===== src/rtl/dijkstra_ci_ctrl_if.sv =====
// ---------------------------------------------------------------------------
// dijkstra_ci_ctrl_if
// Nios II multi-cycle custom-instruction port between the CPU (master) and the
// Dijkstra node-table controller (slave).
//   clk_en  CI clock enable; low freezes the whole instruction
//   start   one-cycle request pulse; n/dataa/datab are valid with it
//   n       opcode
//   dataa   node index operand
//   datab   distance operand
//   done    one-cycle completion pulse
//   result  instruction result, held between completions
// ---------------------------------------------------------------------------
interface dijkstra_ci_ctrl_if;
    logic        clk_en;
    logic        start;
    logic [2:0]  n;
    logic [31:0] dataa;
    logic [31:0] datab;
    logic        done;
    logic [31:0] result;

    modport master (
        output clk_en, start, n, dataa, datab,
        input  done, result
    );

    modport slave (
        input  clk_en, start, n, dataa, datab,
        output done, result
    );
endinterface


===== src/rtl/dijkstra_ci_ctrl.sv =====
// ---------------------------------------------------------------------------
// dijkstra_ci_ctrl
// Multi-cycle custom instruction that owns the Dijkstra node table (tentative
// distance plus visited bit per node) and runs one table operation per
// instruction: INIT, WRITE, READ, RELAX, EXTRACT (min over unvisited, reached
// nodes). Software walks the graph and issues one instruction per step.
// Ports:
//   clk    system clock
//   reset  asynchronous, active-low reset (released synchronously upstream)
//   ci     custom-instruction port (slave side): clk_en, start, n, dataa,
//          datab in; done, result out
// Distances live in a single-port RAM with registered read data; visited bits
// live in a flop vector so they can be cleared by reset.
// ---------------------------------------------------------------------------
module dijkstra_ci_ctrl #(
    parameter int NODES  = 64,
    parameter int DIST_W = 32
) (
    input  logic               clk,
    input  logic               reset,
    dijkstra_ci_ctrl_if.slave  ci
);

    localparam int IDX_W = $clog2(NODES);
    localparam logic [DIST_W-1:0] INF = '1;

    localparam logic [2:0] OP_INIT    = 3'd0;
    localparam logic [2:0] OP_WRITE   = 3'd1;
    localparam logic [2:0] OP_READ    = 3'd2;
    localparam logic [2:0] OP_RELAX   = 3'd3;
    localparam logic [2:0] OP_EXTRACT = 3'd4;

    typedef enum logic [2:0] {
        IDLE,
        EXEC,
        CLEAR,
        SCAN,
        FIN
    } state_t;

    state_t state_q, state_d;

    logic [2:0]        op_q,       op_d;
    logic [IDX_W-1:0]  idx_q,      idx_d;
    logic [DIST_W-1:0] opnd_q,     opnd_d;
    logic [IDX_W:0]    cnt_q,      cnt_d;
    logic              found_q,    found_d;
    logic [IDX_W-1:0]  best_q,     best_d;
    logic [DIST_W-1:0] bestDist_q, bestDist_d;
    logic [NODES-1:0]  visited_q,  visited_d;
    logic [31:0]       result_q,   result_d;

    // RAM port signals; rd_q is the registered RAM output
    logic [IDX_W-1:0]  memAddr;
    logic              memWe;
    logic [DIST_W-1:0] memWdata;
    logic [DIST_W-1:0] rd_q;

    // Scan compare signals for the entry whose data is on rd_q this cycle
    logic [IDX_W-1:0]  scanIdx;
    logic              scanCand;
    logic              scanTake;
    logic              foundNext;
    logic [IDX_W-1:0]  bestNext;
    logic [DIST_W-1:0] bestDistNext;

    logic lastClear;
    logic lastScan;

    // Only the low index/distance bits matter; the rest wrap by design.
    logic unused_opnd_bits;
    assign unused_opnd_bits = ^{ci.dataa, ci.datab};

    assign lastClear = (cnt_q == (IDX_W+1)'(NODES - 1));
    assign lastScan  = (cnt_q == (IDX_W+1)'(NODES));

    // ------------------------------------------------------------------
    // Distance table: single-port RAM, one access per cycle. Reads are
    // registered, so data addressed in cycle k is compared in cycle k+1.
    // Gated by clk_en so a stall neither skips nor repeats an entry.
    // ------------------------------------------------------------------
    logic [DIST_W-1:0] distMem [NODES];

    always_ff @(posedge clk) begin
        if (ci.clk_en) begin
            if (memWe) begin
                distMem[memAddr] <= memWdata;
            end
            rd_q <= distMem[memAddr];
        end
    end

    // ------------------------------------------------------------------
    // State register
    // ------------------------------------------------------------------
    always_ff @(posedge clk or negedge reset) begin
        if (!reset) begin
            state_q <= IDLE;
        end else if (ci.clk_en) begin
            state_q <= state_d;
        end
    end

    // ------------------------------------------------------------------
    // Next-state logic. start only matters in IDLE; INIT and EXTRACT take
    // the long sweeps, everything else (including reserved codes) takes a
    // single EXEC cycle.
    // ------------------------------------------------------------------
    always_comb begin
        state_d = state_q;
        unique case (state_q)
            IDLE: begin
                if (ci.start) begin
                    if (ci.n == OP_INIT) begin
                        state_d = CLEAR;
                    end else if (ci.n == OP_EXTRACT) begin
                        state_d = SCAN;
                    end else begin
                        state_d = EXEC;
                    end
                end
            end
            EXEC:  state_d = FIN;
            CLEAR: if (lastClear) state_d = FIN;
            SCAN:  if (lastScan)  state_d = FIN;
            FIN:   state_d = IDLE;
            default: state_d = IDLE;
        endcase
    end

    // ------------------------------------------------------------------
    // Scan comparator. cnt_q=k has entry k-1 on rd_q (k=1..NODES). A strict
    // less-than keeps the earlier index on ties since entries arrive in
    // ascending order.
    // ------------------------------------------------------------------
    always_comb begin
        scanIdx      = cnt_q[IDX_W-1:0] - 1'b1;
        scanCand     = (cnt_q != '0) && !visited_q[scanIdx] && (rd_q != INF);
        scanTake     = scanCand && (!found_q || (rd_q < bestDist_q));
        foundNext    = found_q | scanTake;
        bestNext     = scanTake ? scanIdx : best_q;
        bestDistNext = scanTake ? rd_q    : bestDist_q;
    end

    // ------------------------------------------------------------------
    // Output / datapath logic per state. The IDLE cycle addresses the RAM
    // with the incoming index so that EXEC already sees dist[idx] on rd_q;
    // RELAX/WRITE then write back in EXEC, keeping one access per cycle.
    // result is only updated in the cycle that moves into FIN.
    // ------------------------------------------------------------------
    always_comb begin
        op_d       = op_q;
        idx_d      = idx_q;
        opnd_d     = opnd_q;
        cnt_d      = cnt_q;
        found_d    = found_q;
        best_d     = best_q;
        bestDist_d = bestDist_q;
        visited_d  = visited_q;
        result_d   = result_q;
        memAddr    = idx_q;
        memWe      = 1'b0;
        memWdata   = opnd_q;

        unique case (state_q)
            IDLE: begin
                memAddr = ci.dataa[IDX_W-1:0];
                cnt_d   = '0;
                found_d = 1'b0;
                if (ci.start) begin
                    op_d   = ci.n;
                    idx_d  = ci.dataa[IDX_W-1:0];
                    opnd_d = ci.datab[DIST_W-1:0];
                end
            end
            EXEC: begin
                memAddr  = idx_q;
                result_d = '0;
                unique case (op_q)
                    OP_WRITE: begin
                        memWe    = 1'b1;
                        memWdata = opnd_q;
                    end
                    OP_READ: begin
                        result_d = 32'(rd_q);
                    end
                    OP_RELAX: begin
                        if (!visited_q[idx_q] && (opnd_q < rd_q)) begin
                            memWe    = 1'b1;
                            memWdata = opnd_q;
                            result_d = 32'd1;
                        end
                    end
                    default: ;
                endcase
            end
            CLEAR: begin
                memAddr                      = cnt_q[IDX_W-1:0];
                memWe                        = 1'b1;
                memWdata                     = INF;
                visited_d[cnt_q[IDX_W-1:0]]  = 1'b0;
                cnt_d                        = cnt_q + 1'b1;
                if (lastClear) begin
                    result_d = '0;
                end
            end
            SCAN: begin
                // At cnt_q==NODES the address wraps to 0; that read is unused.
                memAddr    = cnt_q[IDX_W-1:0];
                cnt_d      = cnt_q + 1'b1;
                found_d    = foundNext;
                best_d     = bestNext;
                bestDist_d = bestDistNext;
                if (lastScan) begin
                    if (foundNext) begin
                        result_d            = 32'(bestNext);
                        visited_d[bestNext] = 1'b1;
                    end else begin
                        result_d = 32'hFFFF_FFFF;
                    end
                end
            end
            FIN: ;
            default: ;
        endcase
    end

    // ------------------------------------------------------------------
    // Datapath registers. Everything holds while clk_en is low.
    // ------------------------------------------------------------------
    always_ff @(posedge clk or negedge reset) begin
        if (!reset) begin
            op_q       <= '0;
            idx_q      <= '0;
            opnd_q     <= '0;
            cnt_q      <= '0;
            found_q    <= 1'b0;
            best_q     <= '0;
            bestDist_q <= '0;
            visited_q  <= '0;
            result_q   <= '0;
        end else if (ci.clk_en) begin
            op_q       <= op_d;
            idx_q      <= idx_d;
            opnd_q     <= opnd_d;
            cnt_q      <= cnt_d;
            found_q    <= found_d;
            best_q     <= best_d;
            bestDist_q <= bestDist_d;
            visited_q  <= visited_d;
            result_q   <= result_d;
        end
    end

    assign ci.done   = (state_q == FIN);
    assign ci.result = result_q;

endmodule


===== src/flat_wrapper.sv =====
// flat-port wrapper written by rule: the top's interface ports become plain ports
module dijkstra_ci_ctrl_flat 
#(
    parameter int NODES  = 64,
    parameter int DIST_W = 32
)
  (clk, reset, ci_clk_en, ci_start, ci_n, ci_dataa, ci_datab, ci_done, ci_result);
  dijkstra_ci_ctrl_if ci_i ();
  input  logic clk;
  input  logic reset;
  input wire logic [$bits(ci_i.clk_en)-1:0] ci_clk_en;
  input wire logic [$bits(ci_i.start)-1:0] ci_start;
  input wire logic [$bits(ci_i.n)-1:0] ci_n;
  input wire logic [$bits(ci_i.dataa)-1:0] ci_dataa;
  input wire logic [$bits(ci_i.datab)-1:0] ci_datab;
  output wire logic [$bits(ci_i.done)-1:0] ci_done;
  output wire logic [$bits(ci_i.result)-1:0] ci_result;
  assign ci_i.clk_en = ci_clk_en;
  assign ci_i.start = ci_start;
  assign ci_i.n = ci_n;
  assign ci_i.dataa = ci_dataa;
  assign ci_i.datab = ci_datab;
  assign ci_done = ci_i.done;
  assign ci_result = ci_i.result;
  dijkstra_ci_ctrl #(.NODES(NODES), .DIST_W(DIST_W)) u_core (.clk(clk), .reset(reset), .ci(ci_i));
endmodule

===== config.mk =====
export PLATFORM = sky130hd
export DESIGN_NAME = dijkstra_ci_ctrl_flat
export DESIGN_NICKNAME = d
export VERILOG_FILES = /design/src/rtl/dijkstra_ci_ctrl_if.sv /design/src/rtl/dijkstra_ci_ctrl.sv /design/src/flat_wrapper.sv
export SDC_FILE = /design/constraint.sdc
export NUM_CORES = 2
export LEC_CHECK = 0
export CORE_AREA = 2 2 421 381
export CTS_BUF_LIST = sky130_fd_sc_hd__clkbuf_4
export DETAILED_ROUTE_END_ITERATION = 8
export DIE_AREA = 0 0 423 383
export GPL_TIMING_DRIVEN = 1
export HOLD_SLACK_MARGIN = 0.05
export PLACE_DENSITY = 0.72
export SYNTH_ARGS = -nofsm -noshare
export SYNTH_HDL_FRONTEND = slang
export SYNTH_SLANG_ARGS = --single-unit

===== constraint.sdc =====
create_clock -name clk -period 15.2 [get_ports clk]
set_input_delay 3.04 -clock clk [delete_from_list [all_inputs] [get_ports clk]]
set_output_delay 3.04 -clock clk [all_outputs]
set_load 0.01 [all_outputs]

==> run_results.csv <==
group,metric,value,unit
sta,drv_slew,0,
synthesis,ys_seq_elements,2266,
clock_tree,clk_latency,1.38,ns
synthesis,syn_nets,5200,
sta,rsz0062_at_grt,"false",
synthesis,synth_top_cell_area_share,72.55,%
sta,setup_viol,0,
cells_and_area,drive_gt1_share,20.47,%
sta,hold_viol_final,0,
setup_path,crit_top_cell,"buf_4",
setup_path,reg2reg_from,"u_core.state_q[0]$_DFFE_PN0P_",
global_route,grt_max_degree,131,
setup_path,rr_worst_depth,9,
job,maxCapViolCount,0,
synthesis,yosys_warnings,0,
placement,postPlaceCellArea,89810,um2
synthesis,muxShareOfSynthArea,1.802,%
setup_path,cp_num_buf_inv,4,
cells_and_area,fin_area,96480,um2
synthesis,avgSynthCellArea,17.00,um2
global_route,overflow,0,
synthesis,synth_compound_area_share,13.68,%
route,drt_iter0_markers,9879,
placement,place_inst,7067,
route,dr_wl_met2,111.4,mm
min_path,holdCritPathClass,"flip-flop to flip-flop",
setup_path,r2r-end,"u_core.distMem[10][2]$_DFFE_PP_",
cells_and_area,instances_no_fill,7990,
clock_tree,holdBufCountCts,0,
pwr,leakage,31.01,nW
setup_path,worst-endpoint-required,16.11,ns
placement,portBuffers,77,
clock_tree,clock_sinks,2266,
synthesis,async_reset_ff_share,8.208,%
floorplan,rows,139,
sta,fin_crit,7.215,ns
floorplan,die_width,423,um
sta,slew_headroom,5.093,%
synthesis,yosys.area.top_type,"edfxtp_1",
setup_path,arrival,8.13,ns
sta,worst_pin_slew,1.411,ns
setup_path,regToRegSetupSlack,9.32,ns
placement,routabilityCongestion,0.8669,
sta,holdWs,0.4836,ns
synthesis,yosys.area_share.simple,3.463,%
clock_tree,htree_levels,6,
clock_tree,ctsResizeCount,0,
route,viasPerCell,6.753,
global_route,grt_pass1_vias,51830,
floorplan,die_y,383,um
synthesis,synth_fa_ha_area_share,0.9447,%
route,remaining_drc_errors,0,
setup_path,start_kind,"input pin",
route,vias,53960,
cells_and_area,syn_to_final_growth,12.07,%
setup_path,setup.worst_path.class,"input pin to flip-flop",
clock_tree,clkSlewWorstSetupHoldPaths,0.06,ns
sta,fin_crit_sh,47.47,%
clock_tree,cts_made_buffers,565,
route,drt_pre_antenna_iters,8,
clock_tree,ctsLongestPathBuffers,4,
global_route,grt_pass1_wl,355.6,mm
route,routed_wirelength,248.6,mm
synthesis,synth-xor-area-share,0.1148,%
synthesis,synthTopCellsByArea,"edfxtp_1 (73%), a22oi_1 (6.9%), dfrtp_1 (5.4%)",
global_route,antenna_found_initial,16,
sta,fin_setup_tns,0,ns
clock_tree,cts-root-buf,"clkbuf_4",
cells_and_area,nNetsFinal,5655,
setup_path,slowest_stage,"and2_4",
synthesis,synthCells,5064,
pwr,powerDensity,191.5,nW/um2
floorplan,io_pins,104,
clock_tree,postCtsSetupRepairBufs,0,
synthesis,synth_common_cells,"edfxtp_1 (2,080), a22oi_1 (787), o21ai_0 (202)",
cells_and_area,utilization,60.96,%
synthesis,yosysMostFrequentCell,"edfxtp_1",
setup_path,path_cells,"clkdlybuf4s50_1, nor3_1, o21ai_0, a22oi_1, and2_4, buf_12, buf_4, nand3_1, nor2_4, buf_4",
floorplan,start_util,54.40,%
route,wl_met1,92.79,mm
route,top_layer_used,"met5",
setup_path,critPathLaunch,"ci_dataa[0]",
sta,clock.fmax,0.1386,GHz
pwr,vdd_ir_drop_max,0.1706,mV
synthesis,ys.flop_type,"edfxtp_1",
setup_path,cp-endpoint,"u_core.distMem[10][2]$_DFFE_PP_",
setup_path,worstPathMaxFanout,116,
placement,dpl.hpwl,130.4,mm
route,wire_per_inst,31.12,um
global_route,grtUsageTotal,30.31,%
synthesis,synth_area,86090,um2
route,wl_met3,36.67,mm
setup_path,crit_cells,10,
synthesis,yosys.cell_types.count,75,
setup_path,cp_top_family,"buffers and inverters",
synthesis,synth_top_family_by_area,"compound AO/OA/AOI/OAI gates",
setup_path,critPathCaptureType,"flip-flop",
floorplan,dieArea,162000,um2
setup_path,cpPeakStageDelay,0.80,ns
synthesis,synth_seq_area_share,77.96,%
cells_and_area,n_fill_cell,11380,
clock_tree,cts_tree,"built",
route,ant_nets,0,
status,status,"finished, final reports clean",
synthesis,synth_edf_count,2080,
sta,clock_skew,0.1050,ns
floorplan,core_area,158300,um2
## routing by layer
| metal | track usage [%] | vias to the layer above |
|---|---|---|
| met5 | 0 | - |
| met4 | 10.43 | 8 |
| met3 | 8.962 | 524 |
| met2 | 45.16 | 4427 |
| met1 | 43.00 | 26790 |
| li1 | - | 22210 |
## kinds of logic (layout without fill, tap and decap cells)
logic type | Yosys count | count (layout)
flops | 2266 | 2266
compound gates | 1635 | 1635
simple gates | 568 | 568
buf+inv | 419 | 1221
mux | 104 | 104
fa+ha+maj | 65 | 65
xor+xnor | 7 | 7
other cells | 0 | 9
## flip-flops by register name, indices dropped and copies added, names as in the netlist, 6 cells and up
signal             count
u_core.distMem      2048
u_core.rd_q           32
u_core.visited_q      64
u_core.idx_q           6
u_core.cnt_q           7
u_core.opnd_q         32
u_core.bestDist_q     32
u_core.ci.result      32
u_core.best_q          6
## per-stage QoR
stage                     setup slack, ns  power, mW
after floorplan                     7.142      11.11
after global placement              6.929      13.42
after detailed placement            6.860      13.54
after CTS                           8.257      18.33
after global routing                8.017      19.10
final                               7.985      18.47
## layout make-up
type	instances	area, um2	share of cell area (%)
sequential	2266	67110	69.56
antenna	9	22.52	0.02334
timing repair buffer	228	1993	2.066
multi-input combinational	2379	17760	18.41
tap	2115	2646	2.743
inverter	79	296.5	0.3073
clock inverter	118	670.6	0.6951
clock buffer	796	5976	6.194
## cells in the final DEF (no fill, tap or decap), types with 30 or more instances in the layout
cell type	count
edfxtp_1	2080
clkbuf_4	796
a22oi_1	787
o21ai_0	202
dfrtp_1	186
buf_4	145
a221oi_1	127
a22o_1	123
nand2_1	122
a21oi_1	118
a31oi_1	111
nand4_1	92
clkinv_1	90
nand3_1	85
inv_1	77
clkdlybuf4s50_1	75
a41oi_1	74
ha_1	65
mux2_2	46
nor2_1	41
nor2_4	38
mux4_2	36
or2_2	34
nor4_1	30
## worst register-to-register path, delay by kind of cell, from the launching register on
family	cells	cell delay (ns)
flops	1	0.80
compound gates	2	0.76
buf+inv	3	2.13
simple gates	4	1.78
## worst min path at each step
stage | startpoint | end | slack (ns) | cells after the start
after detailed placement | u_core.ci.result[2]$_DFFE_PN0P_ | u_core.ci.result[2]$_DFFE_PN0P_ | 0.47 | 2
after floorplan | u_core.visited_q[36]$_DFFE_PN0P_ | u_core.visited_q[36]$_DFFE_PN0P_ | 0.47 | 2
final | u_core.ci.result[2]$_DFFE_PN0P_ | u_core.ci.result[2]$_DFFE_PN0P_ | 0.48 | 2
after global routing | u_core.ci.result[27]$_DFFE_PN0P_ | u_core.ci.result[27]$_DFFE_PN0P_ | 0.50 | 2
after global placement | u_core.ci.result[28]$_DFFE_PN0P_ | u_core.ci.result[28]$_DFFE_PN0P_ | 0.47 | 2
after CTS | u_core.ci.result[2]$_DFFE_PN0P_ | u_core.ci.result[2]$_DFFE_PN0P_ | 0.48 | 2
## power breakdown
| group | total (mW) | switching (mW) | internal (mW) |
|---|---|---|---|
| Clock | 4.86 | 2.33 | 2.53 |
| Sequential | 8.26 | 0.301 | 7.96 |
| Combinational | 5.35 | 3.95 | 1.39 |
Note: power is estimated with default switching activity, not from simulation.
